<file path="src/rtl/div_share_arbiter_pkg.sv">
// Shared types and constants for the shared-divider arbiter and its tag FIFO.
package div_share_arbiter_pkg;

  localparam int DEF_NUM_REQ   = 4;
  localparam int DEF_TAG_DEPTH = 8;

  localparam int DIVIDEND_W = 40;
  localparam int DIVISOR_W  = 20;
  localparam int RESULT_W   = 48;

  // The quotient sits in the divider result word between these bit positions.
  localparam int QUOT_HI = 41;
  localparam int QUOT_LO = 2;

  typedef enum logic [1:0] {
    ST_IDLE,
    ST_ARB,
    ST_DRAIN
  } state_t;

endpackage

</file>
<file path="src/rtl/div_tag_fifo.sv">
// In-order tag FIFO: remembers which requester owns each divider result in flight.
module div_tag_fifo #(
  parameter  int WIDTH = 3,
  parameter  int DEPTH = 8,
  localparam int PTR_W = (DEPTH > 1) ? $clog2(DEPTH) : 1,
  localparam int CNT_W = $clog2(DEPTH + 1)
) (
  input  logic             clk,
  input  logic             rst_n,
  input  logic             i_push,
  input  logic [WIDTH-1:0] i_push_data,
  input  logic             i_pop,
  output logic [WIDTH-1:0] o_head,
  output logic             o_full,
  output logic             o_empty,
  output logic [CNT_W-1:0] o_count
);

  logic [WIDTH-1:0] r_mem [DEPTH];
  logic [PTR_W-1:0] r_wr_ptr;
  logic [PTR_W-1:0] r_rd_ptr;
  logic [CNT_W-1:0] r_count;
  logic             w_do_push;
  logic             w_do_pop;

  assign o_full    = (r_count == CNT_W'(DEPTH));
  assign o_empty   = (r_count == '0);
  assign o_count   = r_count;
  assign o_head    = r_mem[r_rd_ptr];
  assign w_do_push = i_push && !o_full;
  assign w_do_pop  = i_pop && !o_empty;

  // NOTE: the storage array has no reset; r_count alone says which entries are valid.
  always_ff @(posedge clk) begin
    if (w_do_push) r_mem[r_wr_ptr] <= i_push_data;
  end

  always_ff @(posedge clk or negedge rst_n) begin
    if (!rst_n) begin
      r_wr_ptr <= '0;
      r_rd_ptr <= '0;
      r_count  <= '0;
    end else begin
      if (w_do_push) r_wr_ptr <= (r_wr_ptr == PTR_W'(DEPTH - 1)) ? '0 : r_wr_ptr + PTR_W'(1);
      if (w_do_pop)  r_rd_ptr <= (r_rd_ptr == PTR_W'(DEPTH - 1)) ? '0 : r_rd_ptr + PTR_W'(1);
      case ({w_do_push, w_do_pop})
        2'b10:   r_count <= r_count + CNT_W'(1);
        2'b01:   r_count <= r_count - CNT_W'(1);
        default: r_count <= r_count;
      endcase
    end
  end

endmodule

</file>
<file path="src/rtl/div_share_arbiter.sv">
// Round-robin arbiter sharing one fixed-latency, in-order divider among NUM_REQ requesters.
module div_share_arbiter
  import div_share_arbiter_pkg::*;
#(
  parameter  int NUM_REQ   = DEF_NUM_REQ,
  parameter  int TAG_DEPTH = DEF_TAG_DEPTH,
  localparam int IDX_W     = (NUM_REQ > 1) ? $clog2(NUM_REQ) : 1,
  localparam int TAG_W     = IDX_W + 1,
  localparam int CNT_W     = $clog2(TAG_DEPTH + 1)
) (
  input  logic                            clk,
  input  logic                            rst_n,
  input  logic [NUM_REQ-1:0]              req,
  input  logic [NUM_REQ*DIVIDEND_W-1:0]   req_dividend,
  input  logic [NUM_REQ*DIVISOR_W-1:0]    req_divisor,
  output logic [NUM_REQ-1:0]              gnt,
  input  logic                            clear,
  output logic                            div_valid,
  output logic [DIVIDEND_W-1:0]           div_dividend,
  output logic [DIVISOR_W-1:0]            div_divisor,
  input  logic                            div_out_valid,
  input  logic [RESULT_W-1:0]             div_out_data,
  output logic [NUM_REQ-1:0]              rsp_valid,
  output logic [DIVIDEND_W-1:0]           rsp_quot,
  output logic                            rsp_divzero,
  output logic                            busy,
  output logic                            proto_err
);

  state_t                  r_state;
  logic [IDX_W-1:0]        r_rr_ptr;
  logic                    r_div_valid;
  logic [DIVIDEND_W-1:0]   r_div_dividend;
  logic [DIVISOR_W-1:0]    r_div_divisor;
  logic [NUM_REQ-1:0]      r_rsp_valid;
  logic [DIVIDEND_W-1:0]   r_rsp_quot;
  logic                    r_rsp_divzero;
  logic                    r_proto_err;

  logic [NUM_REQ-1:0]      w_gnt;
  logic                    w_gnt_any;
  logic [IDX_W-1:0]        w_gnt_idx;
  logic [IDX_W-1:0]        w_cand;
  logic                    w_can_grant;
  logic [DIVIDEND_W-1:0]   w_sel_dividend;
  logic [DIVISOR_W-1:0]    w_sel_divisor;
  logic [TAG_W-1:0]        w_push_tag;
  logic [TAG_W-1:0]        w_head_tag;
  logic                    w_fifo_full;
  logic                    w_fifo_empty;
  logic [CNT_W-1:0]        w_fifo_count;
  logic                    w_unused_result;

  // A full FIFO blocks the grant even if a result pops it this very cycle.
  assign w_can_grant = (r_state == ST_ARB) && !clear && !w_fifo_full;

  // NOTE: always_comb uses blocking assignments with a default for every output first, so no latch is inferred.
  always_comb begin
    w_gnt     = '0;
    w_gnt_any = 1'b0;
    w_gnt_idx = '0;
    w_cand    = '0;
    if (w_can_grant) begin
      for (int k = 0; k < NUM_REQ; k++) begin
        w_cand = IDX_W'((int'(r_rr_ptr) + k) % NUM_REQ);
        if (!w_gnt_any && req[w_cand]) begin
          w_gnt_any = 1'b1;
          w_gnt_idx = w_cand;
        end
      end
      if (w_gnt_any) w_gnt[w_gnt_idx] = 1'b1;
    end
  end

  assign w_sel_dividend  = req_dividend[int'(w_gnt_idx)*DIVIDEND_W +: DIVIDEND_W];
  assign w_sel_divisor   = req_divisor[int'(w_gnt_idx)*DIVISOR_W +: DIVISOR_W];
  assign w_push_tag      = {w_gnt_idx, (w_sel_divisor == '0)};
  assign w_unused_result = ^{div_out_data[RESULT_W-1:QUOT_HI+1], div_out_data[QUOT_LO-1:0]};

  div_tag_fifo #(
    .WIDTH (TAG_W),
    .DEPTH (TAG_DEPTH)
  ) u_tag_fifo (
    .clk         (clk),
    .rst_n       (rst_n),
    .i_push      (w_gnt_any),
    .i_push_data (w_push_tag),
    .i_pop       (div_out_valid),
    .o_head      (w_head_tag),
    .o_full      (w_fifo_full),
    .o_empty     (w_fifo_empty),
    .o_count     (w_fifo_count)
  );

  always_ff @(posedge clk or negedge rst_n) begin
    if (!rst_n) begin
      r_state        <= ST_IDLE;
      r_rr_ptr       <= '0;
      r_div_valid    <= 1'b0;
      r_div_dividend <= '0;
      r_div_divisor  <= '0;
      r_rsp_valid    <= '0;
      r_rsp_quot     <= '0;
      r_rsp_divzero  <= 1'b0;
      r_proto_err    <= 1'b0;
    end else begin
      r_div_valid <= w_gnt_any;
      if (w_gnt_any) begin
        r_div_dividend <= w_sel_dividend;
        r_div_divisor  <= w_sel_divisor;
        r_rr_ptr       <= (int'(w_gnt_idx) == NUM_REQ - 1) ? '0 : w_gnt_idx + IDX_W'(1);
      end

      r_rsp_valid <= '0;
      if (div_out_valid) begin
        if (w_fifo_empty) begin
          r_proto_err <= 1'b1;
        end else begin
          r_rsp_valid[w_head_tag[TAG_W-1:1]] <= 1'b1;
          r_rsp_quot    <= div_out_data[QUOT_HI:QUOT_LO];
          r_rsp_divzero <= w_head_tag[0];
        end
      end

      case (r_state)
        ST_IDLE: begin
          if (clear)     r_state <= ST_DRAIN;
          else if (|req) r_state <= ST_ARB;
        end
        ST_ARB: begin
          if (clear)                            r_state <= ST_DRAIN;
          else if (req == '0 && w_fifo_empty)   r_state <= ST_IDLE;
        end
        ST_DRAIN: begin
          // Restart arbitration from requester 0 once every in-flight result is back.
          if (!clear && w_fifo_empty) begin
            r_state  <= ST_IDLE;
            r_rr_ptr <= '0;
          end
        end
        default: r_state <= ST_IDLE;
      endcase
    end
  end

  assign gnt          = w_gnt;
  assign div_valid    = r_div_valid;
  assign div_dividend = r_div_dividend;
  assign div_divisor  = r_div_divisor;
  assign rsp_valid    = r_rsp_valid;
  assign rsp_quot     = r_rsp_quot;
  assign rsp_divzero  = r_rsp_divzero;
  assign proto_err    = r_proto_err;
  assign busy         = (r_state != ST_IDLE) || (w_fifo_count != '0);

endmodule

</file>
<file path="config.mk">
export PLATFORM = sky130hd
export DESIGN_NAME = div_share_arbiter
export DESIGN_NICKNAME = d
export VERILOG_FILES = /design/src/rtl/div_share_arbiter_pkg.sv /design/src/rtl/div_tag_fifo.sv /design/src/rtl/div_share_arbiter.sv
export SDC_FILE = /design/constraint.sdc
export NUM_CORES = 1
export LEC_CHECK = 0
export BUFFER_PORTS_ARGS = -buffer_cell sky130_fd_sc_hd__buf_2
export CORE_AREA = 2 2 160 162
export CTS_CLUSTER_DIAMETER = 30
export DETAILED_ROUTE_END_ITERATION = 6
export DIE_AREA = 0 0 162 164
export MAX_ROUTING_LAYER = met4
export PLACE_DENSITY_LB_ADDON = 0.15
export SLEW_MARGIN = 10
export SYNTH_ARGS = -nofsm -noshare
export SYNTH_HDL_FRONTEND = slang
export SYNTH_HIERARCHICAL = 1
export SYNTH_SLANG_ARGS = --single-unit
</file>
<file path="constraint.sdc">
create_clock -name clk -period 8 [get_ports clk]
set_input_delay 0 -clock clk [delete_from_list [all_inputs] [get_ports clk]]
set_output_delay 0 -clock clk [all_outputs]
set_load 0.02 [all_outputs]
</file>
---- Word-level counts from Yosys, hierarchy flattened ----
Memories as Yosys holds them, arrays and structs flattened.
Index checks and enable logic that the tools add are counted.
operators by class
  $add $sub $neg .......................... 8
  $mul .................................... 2
  div/mod/pow operators ................... 0
  $lt $le $gt $ge ......................... 8
  equality and inequality tests ........... 11
  shift-type cells ........................ 2
  muxes and demuxes ....................... 46
  bitwise gates (word level) .............. 1
  reductions and logical operators ........ 29
operators by type and width
  operator                                                               count
  160-bit by 9-bit variable part select with 40-bit output               1
  80-bit by 8-bit variable part select with 20-bit output                1
  2-bit two-way mux                                                      15
  20-bit logical NOT                                                     1
  2-bit by 3-bit < comparator with 1-bit output (second input constant)  6
  1-bit two-way mux                                                      17
  4-bit two-way mux                                                      4
  1-bit logical AND                                                      11
  2-bit by 3-bit multiplier with 5-bit output (second input constant)    2
  1-bit binary-select mux with 2-bit select                              4
  4-bit logical NOT                                                      2
  4-bit one-hot mux with 2 select lines                                  1
  3-bit by 1-bit adder with 3-bit output (second input constant)         2
  2-bit by 1-bit == test with 1-bit output (second input constant)       3
  3-bit == test (second input constant)                                  2
  1-bit logical NOT                                                      6
  3-bit two-way mux                                                      2
  2-bit one-hot mux with 3 select lines                                  1
  2-bit by 1-bit adder with 2-bit output (second input constant)         2
  2-bit adder (second input constant)                                    2
  4-bit by 1-bit adder with 4-bit output (second input constant)         1
  1-bit demux with 2-bit select                                          2
  2-bit == test (second input constant)                                  2
  4-bit == test (second input constant)                                  1
  13 further kinds                                                       16
storage, ports and cells
  bits in registers ....................... 121
  latch bits .............................. 0
  bits in writable memories ............... 24
  bits in read-only memories .............. 0
  output and inout port bits .............. 112
  logic and storage cells ................. 120
  memories ................................ 1
memory list
  name              words  width  read ports  clocked after memory_dff  wr ports  line                source
  u_tag_fifo.r_mem  8      3      1           0                         1         div_tag_fifo.sv:19  logic [WIDTH-1:0] r_mem [DEPTH];

---- Logic depth before layout (Yosys ltp) ----
Gate-level depths: netlist (run 1).
  depth in word-level cells ............... 22
  gate-level depth with buffers ........... 13
  mapped depth without buffers ............ 11

---- Hierarchy ----
Netlist (run 1), hierarchy kept.
modules (own cells, without submodules)
  module             instances  cells an instance  area each (um^2)  sequential area each (um^2)
  div_share_arbiter  1          759                6,182.2           2,777.7
  div_tag_fifo       1          104                1,619.1           970.9

---- Least setup slack after synthesis (run 1) ----
Ideal clock, no wire load.
  path kind ............................... reg-to-reg
  start point ............................. reg u_tag_fifo.r_count[3] (netlist: u_tag_fifo/o_count[3])
  end point ............................... reg u_tag_fifo.r_count[3] (netlist: u_tag_fifo/o_count[3])
  arrival ................................. 3.213 ns
  data required time ...................... 7.866 ns
  path slack .............................. 4.653 ns
  stages on the path, launching flop included .. 13
  buffers on the path ..................... 1
  clock period less this slack ............ 3.347 ns
  path through ............................ dfrtp_1 > or4b_4 > inv_1 > nor4b_4 > nand2b_1 > inv_2 > clkbuf_1 > nand2_8 > ha_1 > ha_1 > or4b_1 > o311ai_0 > o211ai_1
between the ends
  longest elaborated chain between the ends .. 7
ends and longest elaborated chain
  what                                                                         line                     source
  start, declared                                                              div_tag_fifo.sv:22       logic [CNT_W-1:0] r_count;
  start signal, assigned                                                       div_tag_fifo.sv:47       2'b10: r_count <= r_count + CNT_W'(1);
  start signal, assigned                                                       div_tag_fifo.sv:48       2'b01: r_count <= r_count - CNT_W'(1);
  start signal, assigned                                                       div_tag_fifo.sv:49       default: r_count <= r_count;
  4-bit == test *                                                              div_tag_fifo.sv:26       assign o_full = (r_count == CNT_W'(DEPTH));
  net w_fifo_full                                                              div_share_arbiter.sv:49  logic w_fifo_full;
  1-bit logical NOT *                                                          div_share_arbiter.sv:55  assign w_can_grant = (r_state == ST_ARB) && !clear && !w_fifo_full;
  1-bit logical AND *                                                          div_share_arbiter.sv:55
  1-bit two-way mux *                                                          div_share_arbiter.sv:63  if (w_can_grant) begin
  net w_gnt_any                                                                div_share_arbiter.sv:41  logic w_gnt_any;
  1-bit logical AND *                                                          div_tag_fifo.sv:30       assign w_do_push = i_push && !o_full;
  2-bit by 1-bit == test with 1-bit output or 2-bit == test (tied branches)    div_tag_fifo.sv:46       case ({w_do_push, w_do_pop})
  4-bit one-hot mux with 2 select lines or 2-bit nonzero test (tied branches)  n/a
Mark *: on every way through the listed nets, which the timed path passes. The rest lies on a longest branch.
A chain may end at the register's enable or synchronous reset.

---- Worst setup path after layout (run 1) ----
  start point ............................. reg u_tag_fifo.r_count[0] (netlist: u_tag_fifo/o_count[0])
  end point ............................... mem u_tag_fifo.r_mem[2][0] (data pin)
between the ends
  longest elaborated chain between the ends .. 7
ends and longest elaborated chain
  what                                                     line                     source
  4-bit == test                                            div_tag_fifo.sv:26
  net w_fifo_full                                          div_share_arbiter.sv:49
  1-bit logical NOT                                        div_share_arbiter.sv:55
  1-bit logical AND                                        div_share_arbiter.sv:55
  2-bit two-way mux                                        div_share_arbiter.sv:63
  2-bit by 3-bit multiplier with 5-bit output              div_share_arbiter.sv:76  assign w_sel_divisor = req_divisor[int'(w_gnt_idx)*DIVISOR_W +: DIVISOR_W];
  80-bit by 8-bit variable part select with 20-bit output  div_share_arbiter.sv:76
  20-bit logical NOT                                       div_share_arbiter.sv:77  assign w_push_tag = {w_gnt_idx, (w_sel_divisor == '0)};
  net w_push_tag[0]                                        div_share_arbiter.sv:47  logic [TAG_W-1:0] w_push_tag;
  end, declared                                            div_tag_fifo.sv:19
The timed path passes the listed nets, and every way through them passes these cells.

==> results of run 1 <==
## metrics by stage
step	setup WS (ns)	util [%]	hold slack, ns	power (mW)
after global placement	2.713	40.29	-0.02251	2.142
final	2.699	48.76	-0.004798	2.972
after detailed placement	2.672	40.29	-0.02023	2.155
after floorplan	4.653	-	-0.2956	1.740
after global routing	2.170	48.75	0.01998	3.175
after CTS	2.635	48.73	0.004916	3.011
## worst min path at each step
stage / cells after the start / to
final: 5 / div_dividend[21]
after floorplan: 0 / div_dividend[0]
after global placement: 1 / proto_err
after detailed placement: 1 / proto_err
after global routing: 5 / div_dividend[21]
after CTS: 4 / div_divisor[11]
## cell usage after synthesis (2+ instances only)
library cell,instances
o221ai_1,20
mux2i_1,20
dfrtp_1,121
inv_2,2
o21ai_0,50
buf_1,10
nand2b_1,6
a211oi_1,2
ha_1,7
a32o_1,3
clkbuf_1,29
or2_2,2
edfxtp_1,24
nor2_1,12
mux2_4,3
nor4_1,4
nor3b_1,4
or4b_1,2
xnor2_1,2
nand3_1,88
a21oi_1,9
buf_2,13
nor2b_1,3
a21o_1,3
o211ai_1,2
a22oi_1,4
nand2_1,303
nand4_1,4
mux4_2,6
mux2_2,50
nor3_1,7
inv_1,25
buf_6,2
## metal layers
layer	vias to the layer above	GRT usage, %
met2	297	35.84
li1	4009	-
met3	47	5.202
met1	3772	22.81
met4	0	7.965
met5	-	-
## cell type report
| class | count | area, um2 | area share (%) |
|---|---|---|---|
| Sequential cell | 145 | 3749 | 30.97 |
| Timing Repair Buffer | 558 | 3580 | 29.58 |
| Clock buffer | 18 | 450.4 | 3.722 |
| Inverter | 28 | 117.6 | 0.9718 |
| Antenna cell | 3 | 7.507 | 0.06203 |
| Clock inverter | 14 | 115.1 | 0.9511 |
| Tap cell | 330 | 412.9 | 3.412 |
| Multi-Input combinational cell | 632 | 3671 | 30.33 |
## power by group through the flow
| stage | Clock (mW) | Combinational [mW] | Sequential, mW |
|---|---|---|---|
| floorplan | 0 | 0.407 | 1.33 |
| global placement | 0 | 1.02 | 1.12 |
| detailed placement | 0 | 1.03 | 1.13 |
| CTS | 0.791 | 1.10 | 1.12 |
| global route | 0.831 | 1.19 | 1.15 |
| finish | 0.768 | 1.09 | 1.12 |
## kinds of logic (layout without fill, tap and decap cells)
| kind of cell | after synthesis | count (layout) | share of synthesized area (%) |
|---|---|---|---|
| buffers and inverters | 86 | 618 | 5.148 |
| adders and majority gates | 8 | 8 | 1.379 |
| other | 0 | 3 | 0 |
| xor gates and xnor gates | 3 | 3 | 0.3369 |
| and+or+nand+nor | 443 | 443 | 24.68 |
| muxes | 80 | 80 | 12.24 |
| DFF | 145 | 145 | 48.05 |
| AOI/OAI and AO/OA | 98 | 98 | 8.164 |
## cell usage in the layout, fill, tap and decap left out, types with 5 or more instances in the layout
master,count
nand2_1,303
buf_2,398
clkbuf_16,18
nor3_1,7
edfxtp_1,24
ha_1,7
nand3_1,88
buf_4,6
a21oi_1,9
mux2_2,50
inv_6,5
o21ai_0,50
mux2i_1,20
dlygate4sd3_1,153
o221ai_1,20
nor2_1,12
mux4_2,6
nand2b_1,5
dfrtp_1,121
inv_1,25
## sequential cells by signal, summed over array words and instances (netlist names)
name	flops
u_tag_fifo/o_count	4
div_dividend	40
rsp_valid	4
r_state	2
div_valid	1
u_tag_fifo/r_rd_ptr	3
u_tag_fifo/r_wr_ptr	3
u_tag_fifo/r_mem	24
div_divisor	20
r_rr_ptr	2
rsp_divzero	1
proto_err	1
rsp_quot	40
## critical path, stage by stage (launching register included)
cell	delay [ns]
dfrtp_1	0.50
or4b_4	0.25
inv_1	0.08
nor4b_4	0.70
nand2b_4	0.34
inv_2	0.42
nand4_1	0.20
inv_2	0.41
buf_4	0.55
o221ai_1	0.28
a22oi_1	0.27
nand4_1	0.18
nor4_2	0.73
## repair_timing
action | CTS | global route
endpoints found under the hold margin | 133 | 0
hold buffers | 153 | 0
resized for setup | 0 | 0
setup endpoints to repair | 0 | 0
==> impl_metrics.tcl, run 1 <==
set metrics [dict create \
    crit_type "flip-flop to flip-flop" \
    clk_pin_slew_ns 0.07 \
    io_buffer_count 399 \
    worstHoldStart "req_dividend[101]" \
    wl_met2_mm 13.62 \
    vias 8125 \
    rr_worst_depth 12 \
    synth-warning-count 6 \
    synth_edf_count 24 \
    final_nets 1686 \
    syn_area_mm2 0.007801 \
    ys_seq_elements 145 \
    power.internal_mw 1.856 \
    crit_arrival_ns 5.40 \
    vdd_ir_drop_max_uv 111.4 \
    drc 0 \
    synth_seq_area_share_pct 48.05 \
    pwr-share-comb_pct 36.6 \
    fillers 2421 \
    grt_pass1_vias 8311 \
    dr.pass1.iters 4 \
    power_switching_mw 1.116 \
    p_sw_share_pct 37.55 \
    grt-ovfl-total 0 \
    holdWs_ns -0.004798 \
    crit_path_end "u_tag_fifo/r_mem[2][0]" \
    drive_above_1_share_pct 36.49 \
    placedInstanceArea_mm2 0.009998 \
    setup_viol 0 \
    rsz0062_at_grt "no" \
    htree_levels 4 \
    fp.dieH_um 164 \
    async_flop_share_pct 83.45 \
    period_minus_slack_ns 5.301 \
    grt_max_degree 126 \
    worst-r2r-setup-slack_ns 2.70 \
    failed_checks "negative hold slack" \
    crit_path_start_kind "flip-flop" \
    power.density_mw_per_mm2 245.6 \
    syn_avg_cell_area_um2 9.040 \
    core_region_area_mm2 0.02482 \
    met1Wirelength_mm 10.51 \
    cts_sinks 145 \
    hold_viol 1 \
    post_cts_buffers 0 \
    crit_required_ns 8.10 \
    die_w_um 162 \
    clkPwrFrac_pct 25.9 \
    synthCells 863 \
    place_inst 1540 \
    maxSlewViolCount 0 \
    synth_top_cell_by_area "dfrtp_1" \
    cellLeakagePower_nw 5.979 \
    wl_mm 26.81 \
    max_cap_violations 0 \
    wl_per_cell_um 15.51 \
    io_pins 408 \
    fin_area_mm2 0.01210 \
    r2r-start "u_tag_fifo/o_count[0]" \
    antenna_found_initial 2 \
    cts_root_buf "clkbuf_16" \
    cts_tree "built" \
    slew-limit-headroom_pct 36.46 \
    grt_pass1_wl_mm 41.95 \
    synth_ff_type "dfrtp_1" \
    synthToLayoutAreaGrowth_pct 55.14 \
    rows 58 \
    seqPwrFrac_pct 37.5 \
    finClkSkew_ns 0.006236 \
    ant_nets 0 \
    die-area_mm2 0.02657 \
    outcome "complete, but fails checks" \
    rr_endpoint "u_tag_fifo/r_mem[2][0]" \
    synth_area_leaders "dfrtp_1 39%, nand2_1 15%, edfxtp_1 9.2%" \
    routed.top_layer "met4" \
    worst_pin_slew_ns 0.9531 \
    fmax_ghz 0.1887 \
    path_max_fanout 49 \
    hpwl_mm 18.94 \
    met3WireLength_mm 1.833 \
    synth_fp_nets 1167 \
    viasPerCell 4.702 \
    cts_buffer_depth 2 \
    netlist.area_leader.share_pct 38.81 \
    end_kind "flip-flop" \
    hp-class "input port to flip-flop" \
    fin_crit_sh_pct 66.26 \
    gp_congestion 0.8424 \
    clock_latency_ns 0.41 \
    synth_cell_types 54 \
    finalSetupTns_ns 0 \
    drtIter0Drc 448 \
    stdcell_count 1728 \
    track_usage_pct 20.61 \
    start_util_pct 31.43 \
    startpoint "u_tag_fifo/o_count[0]" \
    numCtsBuffers 17 \
]
No activity file was read; power rests on OpenSTA's default activity.
==> inputs of run 2 (changes only) <==
Settings changed: ABC_AREA set to 1.
Clock period 8 ns to 4.7 ns, I/O delays scaled along.
==> impl_metrics.tcl, run 2 <==
set metrics [dict create \
    finClkSkew_ns 0.009874 \
    grt_pass1_vias 9080 \
    rr_worst_depth 16 \
    antenna_found_initial 0 \
    wl_per_cell_um 15.85 \
    viasPerCell 4.722 \
    synth_seq_area_share_pct 45.29 \
    core_region_area_mm2 0.02482 \
    cp_cell_sequence "inv_2, nand2_1, nand2_2, nand2_1, nand2_1, nand2_1, nand2_1, nand2_2, nand3_4, inv_4, buf_6, o21ai_0, o21ai_1, dlygate4sd3_1, nand2_1, nand2_1" \
    hold_viol 0 \
    finalSetupTns_ns 0 \
    grt_pass1_wl_mm 46.76 \
    rsz0062_at_grt "no" \
    path_max_fanout 75 \
    stdcell_count 1929 \
    whs_path_depth 5 \
    synth_area_leaders "dfrtp_1 37%, nand2_1 17%, edfxtp_1 8.7%" \
    worst-path-stages 16 \
    synthTopCellsByCount "380 x nand2_1, 121 x dfrtp_1, 71 x inv_1, 68 x nor2_1, 54 x o21ai_0" \
    slowest_delay_ns 0.58 \
    async_flop_share_pct 83.45 \
    fin_crit_sh_pct 90.01 \
    crit_buf_inv 4 \
    vdd_ir_drop_max_uv 211.3 \
    synth_cell_types 42 \
    htree_levels 4 \
    cpMostUsedCell "nand2_1" \
    io_pins 408 \
    clk_pin_slew_ns 0.07 \
    track_usage_pct 23.05 \
    cts_root_buf "clkbuf_16" \
    finish.utilization_pct 51.30 \
    grt_max_degree 76 \
    power.density_mw_per_mm2 501.8 \
    final_nets 1889 \
    cts_tree "built" \
    rows 58 \
    syn_area_mm2 0.008277 \
    drive_above_1_share_pct 32.67 \
    ant_nets 0 \
    end_kind "flip-flop" \
    die_w_um 162 \
    gp_congestion 0.8578 \
    vias 9109 \
    period_minus_slack_ns 4.231 \
    worst_pin_slew_ns 1.105 \
    setup_viol 0 \
    ys_seq_elements 145 \
    synthCells 1055 \
    multi_input_area_mm2 0.003861 \
    dr.pass1.iters 7 \
    start_util_pct 33.35 \
    slew-limit-headroom_pct 26.05 \
    io_buffer_count 399 \
    numCtsBuffers 17 \
    regArea_mm2 0.003749 \
    maxSlewViolCount 0 \
    critical-path-slowest-cell "dfrtp_1" \
    netlist.area_leader.share_pct 36.58 \
    crit_arrival_ns 4.59 \
    crit_required_ns 5.06 \
    outcome "completed" \
    crit_type "flip-flop to flip-flop" \
    final_cell_mix "398 x buf_2, 379 x nand2_1, 165 x dlygate4sd3_1" \
    drc 0 \
    place_inst 1731 \
    yosys.cell_count.top_type "nand2_1" \
    clock_latency_ns 0.42 \
    synth_top_cell_by_area "dfrtp_1" \
    synthToLayoutAreaGrowth_pct 53.82 \
    synth_fp_nets 1359 \
    synth_ff_type "dfrtp_1" \
    grt-ovfl-total 0 \
    drtIter0Drc 589 \
    cts_buffer_depth 2 \
    crit_path_start_kind "flip-flop" \
    hpwl_mm 20.87 \
    fp.dieH_um 164 \
    synth-warning-count 6 \
    max_cap_violations 0 \
    cellLeakagePower_nw 6.552 \
    syn_avg_cell_area_um2 7.845 \
    hp-class "input port to flip-flop" \
    synth_edf_count 24 \
    final_common_cell "buf_2" \
    cts_sinks 145 \
    wl_mm 30.57 \
    cpLargestDelayFamily "buffers and inverters" \
    fmax_ghz 0.2364 \
    die-area_mm2 0.02657 \
    fillers 2415 \
]
## run 2: cell count changes in the layout (fill, tap and decap cells not counted), moves of 14 or more
cell,before,now
nand3_1,88,53
mux2i_1,20,0
nand4_1,4,21
o21bai_1,0,14
o221ai_1,20,0
a31oi_1,0,27
nand2_1,303,379
nor2_1,12,68
inv_1,25,70
## run 2: worst paths after layout
check | start | end | slack [ns]
worst max-delay path | r_rr_ptr[0] | div_dividend[6] | 0.47
worst min-delay path | req_dividend[58] | div_dividend[18] | 0.0003
worst max register to register | r_rr_ptr[0] | div_dividend[6] | 0.47
worst min register to register | proto_err | proto_err | 0.47
max in group asynchronous | rst_n | rsp_quot[7] | 3.78
min in group asynchronous | rst_n | div_divisor[18] | 0.27
## run 2: final cells by class
class                      count  area share (%)
clock inverter                15           1.681
sequential                   145           29.44
inverter                      87           2.585
timing repair buffer         575           29.36
tap                          330           3.243
antenna                        1         0.01966
clock buffer                  17           3.342
multi-input combinational    759           30.33
## run 2: cell families after synthesis
logic type                 after synthesis  synth area share, %
buffers and inverters                  151                8.148
muxes                                   41                5.578
xor gates and xnor gates                 2               0.2117
AOI/OAI and AO/OA                      142                10.60
and+or+nand+nor                        566                28.87
adders and majority gates                8                1.300
DFF                                    145                45.29
## run 2: through the flow
step	power [mW]	instance area [um2]	worst slack, ns	hold WS [ns]
4_1_cts	6.435	12720	0.2372	0.0002328
2_1_floorplan	3.775	8277	1.717	-0.2956
3_3_place_gp	4.700	10430	0.7694	-0.1595
3_5_place_dp	4.723	10430	0.7772	-0.1609
6_report	6.389	12730	0.4694	0.0002858
5_1_grt	6.860	12730	0.1167	0.005359
## run 2: timing repair
action,in CTS,in global routing
hold buffers,165,0
gates resized for setup,0,1
endpoints found under the hold margin,209,0
buffers inserted,0,0
endpoints found under the setup margin,0,14
## run 2: worst min-delay path: stages
cell	delay [ns]
buf_2	0.08
nand2_1	0.05
nand3_1	0.11
nand3_1	0.09
nand2_1	0.06
## run 2: layer usage
layer | share of wire [%] | wire length (um) | vias to the layer above | global-route usage, %
li1 | - | - | 4502 | -
met1 | 41 | 12480 | 4145 | 26.27
met2 | 49 | 14980 | 406 | 39.34
met3 | 7.0 | 2138 | 56 | 5.328
met4 | 3.2 | 973 | 0 | 9.292
met5 | 0 | 0 | - | -
## run 2: where the power goes
part	switching, mW	internal (mW)	total [mW]
registers	0.327	1.72	2.05
clock network	0.609	0.867	1.48
logic	1.74	1.12	2.86
total	2.68	3.71	6.39
